--- config.mk ---
export PLATFORM = sky130hd
export DESIGN_NAME = iter_muldiv_unit_flat
export DESIGN_NICKNAME = d
export VERILOG_FILES = /design/src/rtl/iter_muldiv_unit_if.sv /design/src/rtl/iter_muldiv_unit.sv /design/src/flat_wrapper.sv
export SDC_FILE = /design/constraint.sdc
export NUM_CORES = 1
export LEC_CHECK = 0
export BUFFER_PORTS_ARGS = -buffer_cell sky130_fd_sc_hd__buf_2
export CAP_MARGIN = 15
export CORE_AREA = 2 2 217 219
export DETAILED_ROUTE_END_ITERATION = 12
export DIE_AREA = 0 0 219 221
export PLACE_DENSITY_LB_ADDON = 0.25
export SETUP_SLACK_MARGIN = 0.1
export SYNTH_ARGS = -nofsm -noshare
export SYNTH_HDL_FRONTEND = slang
export SYNTH_SLANG_ARGS = --single-unit
--- constraint.sdc ---
create_clock -name clk -period 13.1 [get_ports clk]
set_clock_uncertainty 0.05 [all_clocks]
set_input_delay 1.31 -clock clk [delete_from_list [all_inputs] [get_ports clk]]
set_output_delay 1.31 -clock clk [all_outputs]
set_load 0.01 [all_outputs]
--- src/rtl/iter_muldiv_unit_if.sv ---
// Request/response bundle for the iterative multiply/divide unit.
// The master is the issuing control unit; the slave is the unit itself.
interface iter_muldiv_unit_if #(
  parameter int WIDTH = 32
);
  logic             in_valid;
  logic             in_ready;
  logic [2:0]       op;
  logic [WIDTH-1:0] a;
  logic [WIDTH-1:0] b;
  logic             out_valid;
  logic             out_ready;
  logic [WIDTH-1:0] result;

  modport master (
    output in_valid, op, a, b, out_ready,
    input  in_ready, out_valid, result
  );

  modport slave (
    input  in_valid, op, a, b, out_ready,
    output in_ready, out_valid, result
  );
endinterface

--- src/rtl/iter_muldiv_unit.sv ---
// Multi-cycle RV32M multiply/divide: radix-2 shift-add multiply and restoring divide, one bit per clock.
// Define MULDIV_EARLY_OUT_EN to let trivial operand cases bypass the iteration and complete on the accept edge.
module iter_muldiv_unit #(
  parameter int WIDTH = 32
) (
  input  logic                clk,
  input  logic                reset,
  iter_muldiv_unit_if.slave   bus
);

  localparam int CNTW = $clog2(WIDTH + 1);
  localparam logic [CNTW-1:0] CNT_LAST = CNTW'(WIDTH - 1);

  localparam logic [2:0] OP_MUL    = 3'b000;
  localparam logic [2:0] OP_MULH   = 3'b001;
  localparam logic [2:0] OP_MULHSU = 3'b010;
  localparam logic [2:0] OP_MULHU  = 3'b011;
  localparam logic [2:0] OP_DIV    = 3'b100;
  localparam logic [2:0] OP_DIVU   = 3'b101;
  localparam logic [2:0] OP_REM    = 3'b110;

  typedef enum logic [1:0] {IDLE, CALC, DONE} state_e;

  state_e           state_q, state_d;
  logic [CNTW-1:0]  cnt_q, cnt_d;
  logic [WIDTH-1:0] result_q, result_d;
  logic [2:0]       op_q, op_d;
  logic [WIDTH-1:0] hi_q, hi_d;
  logic [WIDTH-1:0] lo_q, lo_d;
  logic [WIDTH-1:0] opnd_q, opnd_d;
  logic             a_neg_q, a_neg_d;
  logic             b_neg_q, b_neg_d;
  logic             dz_q, dz_d;

  logic             a_signed, b_signed, a_neg, b_neg;
  logic [WIDTH-1:0] mag_a, mag_b;
  logic [WIDTH:0]   mul_sum;
  logic [WIDTH:0]   div_shift;
  logic [WIDTH-1:0] div_diff;
  logic             div_ge;
  logic [WIDTH-1:0] it_hi, it_lo;

  function automatic logic [WIDTH-1:0] cond_neg(input logic n, input logic [WIDTH-1:0] v);
    return n ? (~v + WIDTH'(1)) : v;
  endfunction

  // Sign correction of the unsigned core's product / quotient / remainder.
  function automatic logic [WIDTH-1:0] finalize(input logic [2:0] op, input logic an, input logic bn,
                                                input logic dz, input logic [WIDTH-1:0] hi,
                                                input logic [WIDTH-1:0] lo);
    logic [2*WIDTH-1:0] prod;
    logic [WIDTH-1:0]   r;
    prod = {hi, lo};
    if (an ^ bn) prod = ~prod + (2*WIDTH)'(1);
    case (op)
      OP_MUL:                       r = prod[WIDTH-1:0];
      OP_MULH, OP_MULHSU, OP_MULHU: r = prod[2*WIDTH-1:WIDTH];
      OP_DIV:                       r = dz ? '1 : cond_neg(an ^ bn, lo);
      OP_DIVU:                      r = lo;
      OP_REM:                       r = cond_neg(an, hi);
      default:                      r = hi;
    endcase
    return r;
  endfunction

`ifdef MULDIV_EARLY_OUT_EN
  function automatic logic early_hit(input logic [2:0] op, input logic [WIDTH-1:0] a,
                                     input logic [WIDTH-1:0] b);
    if (!op[2]) return (a == '0) || (b == '0);
    return (b == '0) || (b == WIDTH'(1)) || (!op[0] && (b == '1));
  endfunction

  // b==-1 on DIV also covers the MIN_INT overflow case: negating MIN_INT yields MIN_INT.
  function automatic logic [WIDTH-1:0] early_res(input logic [2:0] op, input logic [WIDTH-1:0] a,
                                                 input logic [WIDTH-1:0] b);
    logic [WIDTH-1:0] r;
    if (!op[2])               r = '0;
    else if (b == '0)         r = op[1] ? a : '1;
    else if (op[1])           r = '0;
    else if (b == WIDTH'(1))  r = a;
    else                      r = ~a + WIDTH'(1);
    return r;
  endfunction
`endif

  assign bus.in_ready  = (state_q == IDLE);
  assign bus.out_valid = (state_q == DONE);
  assign bus.result    = result_q;

  always_comb begin
    a_signed = (bus.op == OP_MULH) || (bus.op == OP_MULHSU) || (bus.op == OP_DIV) || (bus.op == OP_REM);
    b_signed = (bus.op == OP_MULH) || (bus.op == OP_DIV) || (bus.op == OP_REM);
    a_neg    = a_signed & bus.a[WIDTH-1];
    b_neg    = b_signed & bus.b[WIDTH-1];
    mag_a    = cond_neg(a_neg, bus.a);
    mag_b    = cond_neg(b_neg, bus.b);
  end

  always_comb begin
    mul_sum   = {1'b0, hi_q} + (lo_q[0] ? {1'b0, opnd_q} : '0);
    div_shift = {hi_q, lo_q[WIDTH-1]};
    div_ge    = (div_shift >= {1'b0, opnd_q});
    div_diff  = div_shift[WIDTH-1:0] - opnd_q;
    if (op_q[2]) begin
      it_hi = div_ge ? div_diff : div_shift[WIDTH-1:0];
      it_lo = {lo_q[WIDTH-2:0], div_ge};
    end else begin
      it_hi = mul_sum[WIDTH:1];
      it_lo = {mul_sum[0], lo_q[WIDTH-1:1]};
    end
  end

  always_comb begin
    state_d  = state_q;
    cnt_d    = cnt_q;
    result_d = result_q;
    op_d     = op_q;
    hi_d     = hi_q;
    lo_d     = lo_q;
    opnd_d   = opnd_q;
    a_neg_d  = a_neg_q;
    b_neg_d  = b_neg_q;
    dz_d     = dz_q;
    case (state_q)
      IDLE: begin
        if (bus.in_valid) begin
          state_d = CALC;
          cnt_d   = CNT_LAST;
          op_d    = bus.op;
          a_neg_d = a_neg;
          b_neg_d = b_neg;
          dz_d    = (bus.b == '0);
          hi_d    = '0;
          lo_d    = bus.op[2] ? mag_a : mag_b;
          opnd_d  = bus.op[2] ? mag_b : mag_a;
`ifdef MULDIV_EARLY_OUT_EN
          if (early_hit(bus.op, bus.a, bus.b)) begin
            state_d  = DONE;
            result_d = early_res(bus.op, bus.a, bus.b);
          end
`endif
        end
      end
      CALC: begin
        hi_d = it_hi;
        lo_d = it_lo;
        if (cnt_q == '0) begin
          state_d  = DONE;
          result_d = finalize(op_q, a_neg_q, b_neg_q, dz_q, it_hi, it_lo);
        end else begin
          cnt_d = cnt_q - CNTW'(1);
        end
      end
      DONE: begin
        if (bus.out_ready) state_d = IDLE;
      end
      default: state_d = IDLE;
    endcase
  end

  always_ff @(posedge clk or posedge reset) begin
    if (reset) begin
      state_q  <= IDLE;
      cnt_q    <= '0;
      result_q <= '0;
    end else begin
      state_q  <= state_d;
      cnt_q    <= cnt_d;
      result_q <= result_d;
    end
  end

  // Datapath registers are only meaningful after an accept, so they carry no reset.
  always_ff @(posedge clk) begin
    op_q    <= op_d;
    hi_q    <= hi_d;
    lo_q    <= lo_d;
    opnd_q  <= opnd_d;
    a_neg_q <= a_neg_d;
    b_neg_q <= b_neg_d;
    dz_q    <= dz_d;
  end

endmodule

--- src/flat_wrapper.sv ---
// flat-port wrapper written by rule: the top's interface ports become plain ports
module iter_muldiv_unit_flat 
#(
  parameter int WIDTH = 32
)
  (clk, reset, bus_in_valid, bus_op, bus_a, bus_b, bus_out_ready, bus_in_ready, bus_out_valid, bus_result);
  iter_muldiv_unit_if #(.WIDTH(WIDTH)) bus_i ();
  input  logic clk;
  input  logic reset;
  input wire logic [$bits(bus_i.in_valid)-1:0] bus_in_valid;
  input wire logic [$bits(bus_i.op)-1:0] bus_op;
  input wire logic [$bits(bus_i.a)-1:0] bus_a;
  input wire logic [$bits(bus_i.b)-1:0] bus_b;
  input wire logic [$bits(bus_i.out_ready)-1:0] bus_out_ready;
  output wire logic [$bits(bus_i.in_ready)-1:0] bus_in_ready;
  output wire logic [$bits(bus_i.out_valid)-1:0] bus_out_valid;
  output wire logic [$bits(bus_i.result)-1:0] bus_result;
  assign bus_i.in_valid = bus_in_valid;
  assign bus_i.op = bus_op;
  assign bus_i.a = bus_a;
  assign bus_i.b = bus_b;
  assign bus_i.out_ready = bus_out_ready;
  assign bus_in_ready = bus_i.in_ready;
  assign bus_out_valid = bus_i.out_valid;
  assign bus_result = bus_i.result;
  iter_muldiv_unit #(.WIDTH(WIDTH)) u_core (.clk(clk), .reset(reset), .bus(bus_i));
endmodule
==> results.md <==
* Drt pass-1 iters at 8
* Iter 0 DRT Violations at 1745
* Cts-stage hold buffer count at 0
* Area Overhead vs Synth at 10.4%
* Mean post-synth cell area at 7.84 um^2
* Hold WC Path Type: flip-flop to flip-flop
* Max IR drop VDD at 0.132 mV
* Post-Syn Instances at 2040
* MaxCap Viol Count at 0
* Root Buffer: clkbuf_16
* Reg2reg path depth at 20
* Ratio of cells with drive above 1 in the final layout at 10.5%
* GRT Util Overall at 27.4%
* Initial Util at 34.7%
* Clock tree buffer depth at 2
* Post-synthesis cell type count at 98
* Commonest non-fill, non-tap cells in the layout: nand2_1 (206), a21oi_1 (193), nor2_1 (180)
* Wire length per cell at 24.9 um
* Worst-path clk slew at 0.07 ns
* Port Buf Inserts at 104
* CP startpoint kind: flip-flop
* Final setup TNS at 0 ns
* Status: completed
* Ant. Diodes at 0
* Die ar. at 0.0484 mm^2
* Post-synth EDFFs at 102
* First-pass GRT wire length at 100 mm
* Max Fclk at 0.134 GHz
* Sink Count at 142
* P_sw at 2.74 mW
* Inserted Clock Buffers at 17
* Worst-Margin Slew at 1.26 ns
* Initial antenna violation count at 1
* Met2 Resource Use GR at 41.9%
* Crit path DAT at 7.77 ns
* Vias per inst at 6.22
* CP Data Required Time at 13.42 ns
* Grt ovf at 0
* H-tree depth at 4
* WHS Path Cells at 1
* Final hold vios at 0
* Internal power at 2.23 mW
* Routed wire length at 67.2 mm
* Die Span Y at 221 um
* DP HPWL at 51.5 mm
* Area after DPL at 0.0171 mm^2
* Design Area, Final at 0.0177 mm^2
* CTS tree: done
* Chip Width at 219 um
* Core footprint at 0.0461 mm^2
* Synth Flop Type: edfxtp_1
* GPL Wtd Cong at 0.961
* Slew Limit Fails at 0
* Post-route ant nets at 0
* DRC at 0
* Clk network pwr share at 10.3%
* Post-CTS Setup Bufs at 0
* Net Sw Frac at 55.1%
* Mapped cell area at 0.0160 mm^2
* Via count at 16800
* Row count at 79
* Synthesized Nets at 2183
* Met1 global-route usage at 37.6%
* Nets at 2222
* Comb power frac at 71.3%
* Pin count of the biggest net entering global routing at 132
* Crit Path Max Fanout at 20
* Met3 Track Usage GR at 4.01%
* Synth Register Bits at 142
* Final min period at 7.45 ns
* Final period util at 56.9%
* Setup crit end kind: flip-flop
* Power per cell area at 281 mW/mm^2
* Sequential power share at 18.4%
* # resized after CTS at 0
* Sequential area share after synthesis at 25.4%
* Pleak at 7.05 nW
* Worst-Skew Late Latency at 0.46 ns
* Post-synthesis async set-or-reset flop share at 28.2%
* Yosys Warn Count at 0
* RSZ-0062 raised after global routing: false
* Max-slew headroom at 15.6%
* I/O pin count at 105
* Most used routing layer: met2
* Final setup violation count at 0
* Vias in the first global route at 15800
* Commonest non-fill, non-tap cell in the layout: nand2_1
* WS Path Type: flip-flop to flip-flop
==> power groups by stage <==
stage | Combinational (mW) | Sequential [mW] | Clock [mW]
2_1_floorplan | 2.33 | 0.880 | 0
6_report | 3.54 | 0.912 | 0.512
4_1_cts | 3.47 | 0.906 | 0.515
3_5_place_dp | 3.45 | 0.914 | 0
5_1_grt | 3.79 | 0.933 | 0.531
3_3_place_gp | 3.46 | 0.906 | 0
==> worst max-delay path, stage by stage (launching register included) <==
cell and delay (ns):
edfxtp_1 0.45, ha_1 0.42, a21o_1 0.26, a221o_1 0.44
a31o_1 0.29, a211o_1 0.57, nor3_1 0.73, nor2_1 0.26
inv_1 0.12, ha_1 0.20, o211ai_1 0.12, o21bai_1 0.23
nor3_1 0.33, and3_1 0.34, nor2b_1 0.36, nand2_1 0.43
or4_4 0.70, or4_1 0.54, nand3_1 0.12, o21ai_1 0.09
a221oi_2 0.27
==> per-layer routing <==
layer	up-vias	wire length [um]
met1	8190	29300
li1	7718	-
met3	132	4760
met4	2	3500
met2	744	29600
met5	-	13
==> state kept, by name (all words and copies together) (netlist names) <==
name / cells
u_core.a_neg_q: 1
u_core.bus.result: 32
u_core.state_q: 2
u_core.hi_q: 32
u_core.cnt_q: 6
u_core.dz_q: 1
u_core.lo_q: 32
u_core.opnd_q: 32
u_core.op_q: 3
u_core.b_neg_q: 1
==> cell usage after synthesis (all sizes together), types with 13 or more instances <==
library cell | number | area, um^2
nor3 | 61 | 310
a31oi | 38 | 244
ha | 70 | 876
nand3 | 41 | 205
o41ai | 13 | 114
inv | 72 | 270
o211ai | 21 | 163
nor2 | 183 | 689
nand2 | 207 | 780
buf | 32 | 171
a221oi | 23 | 214
clkbuf | 83 | 312
nor4 | 23 | 156
xor2 | 78 | 683
xnor2 | 76 | 666
a211oi | 24 | 193
o21a | 14 | 105
dfrtp | 40 | 1000
and3 | 24 | 150
o21ai | 139 | 696
and2 | 59 | 369
a21oi | 193 | 966
mux2i | 84 | 841
edfxtp | 102 | 3060
nand4 | 32 | 200
or3 | 22 | 138
nor2b | 20 | 128
o31ai | 26 | 195
a21o | 21 | 158
==> final timing paths <==
| check | end | from | slack, ns |
|---|---|---|---|
| max | u_core.bus.result[26] | u_core.hi_q[25] | 5.65 |
| min reg2reg | u_core.bus.result[1] | u_core.bus.result[1] | 0.42 |
| max in group asynchronous | u_core.bus.result[30] | reset | 11.67 |
| min in group asynchronous | u_core.bus.result[11] | reset | 0.94 |
| min | u_core.bus.result[1] | u_core.bus.result[1] | 0.42 |
| max reg2reg | u_core.bus.result[26] | u_core.hi_q[25] | 5.65 |
==> per-stage QoR <==
stage | power, mW | hold slack (ns) | setup WS, ns | utilization [%] | std cells
after floorplan | 3.21 | 0.411 | 7.38 | - | 2040
after global placement | 4.36 | 0.405 | 6.08 | 37.1 | 2667
after detailed placement | 4.36 | 0.415 | 5.88 | 37.1 | 2667
after CTS | 4.89 | 0.429 | 5.82 | 38.3 | 2698
after global routing | 5.25 | 0.445 | 5.21 | 38.3 | 2698
final | 4.97 | 0.425 | 5.65 | 38.3 | 2698
==> cells by family (layout without fill, tap and decap cells) <==
family,count (synthesis),after routing,share of synthesized area (%)
adder cells (fa/ha/maj),72,72,5.72
flip-flops,142,142,25.4
multiplexers,93,93,5.89
XOR/XNOR,154,154,8.43
AND/OR/NAND/NOR,739,739,22.8
AO/OA/AOI/OAI,649,649,26.9
buffers and inverters,191,242,4.80
==> final cells by class <==
type	instances	area (um^2)
Clock buffer	19	433
Clock inverter	12	146
Fill cell	4810	28400
Inverter	76	285
Multi-Input combinational cell	1707	11200
Sequential cell	142	4060
Tap cell	607	759
Timing Repair Buffer	135	766
Power figures use the tool's default switching activity.
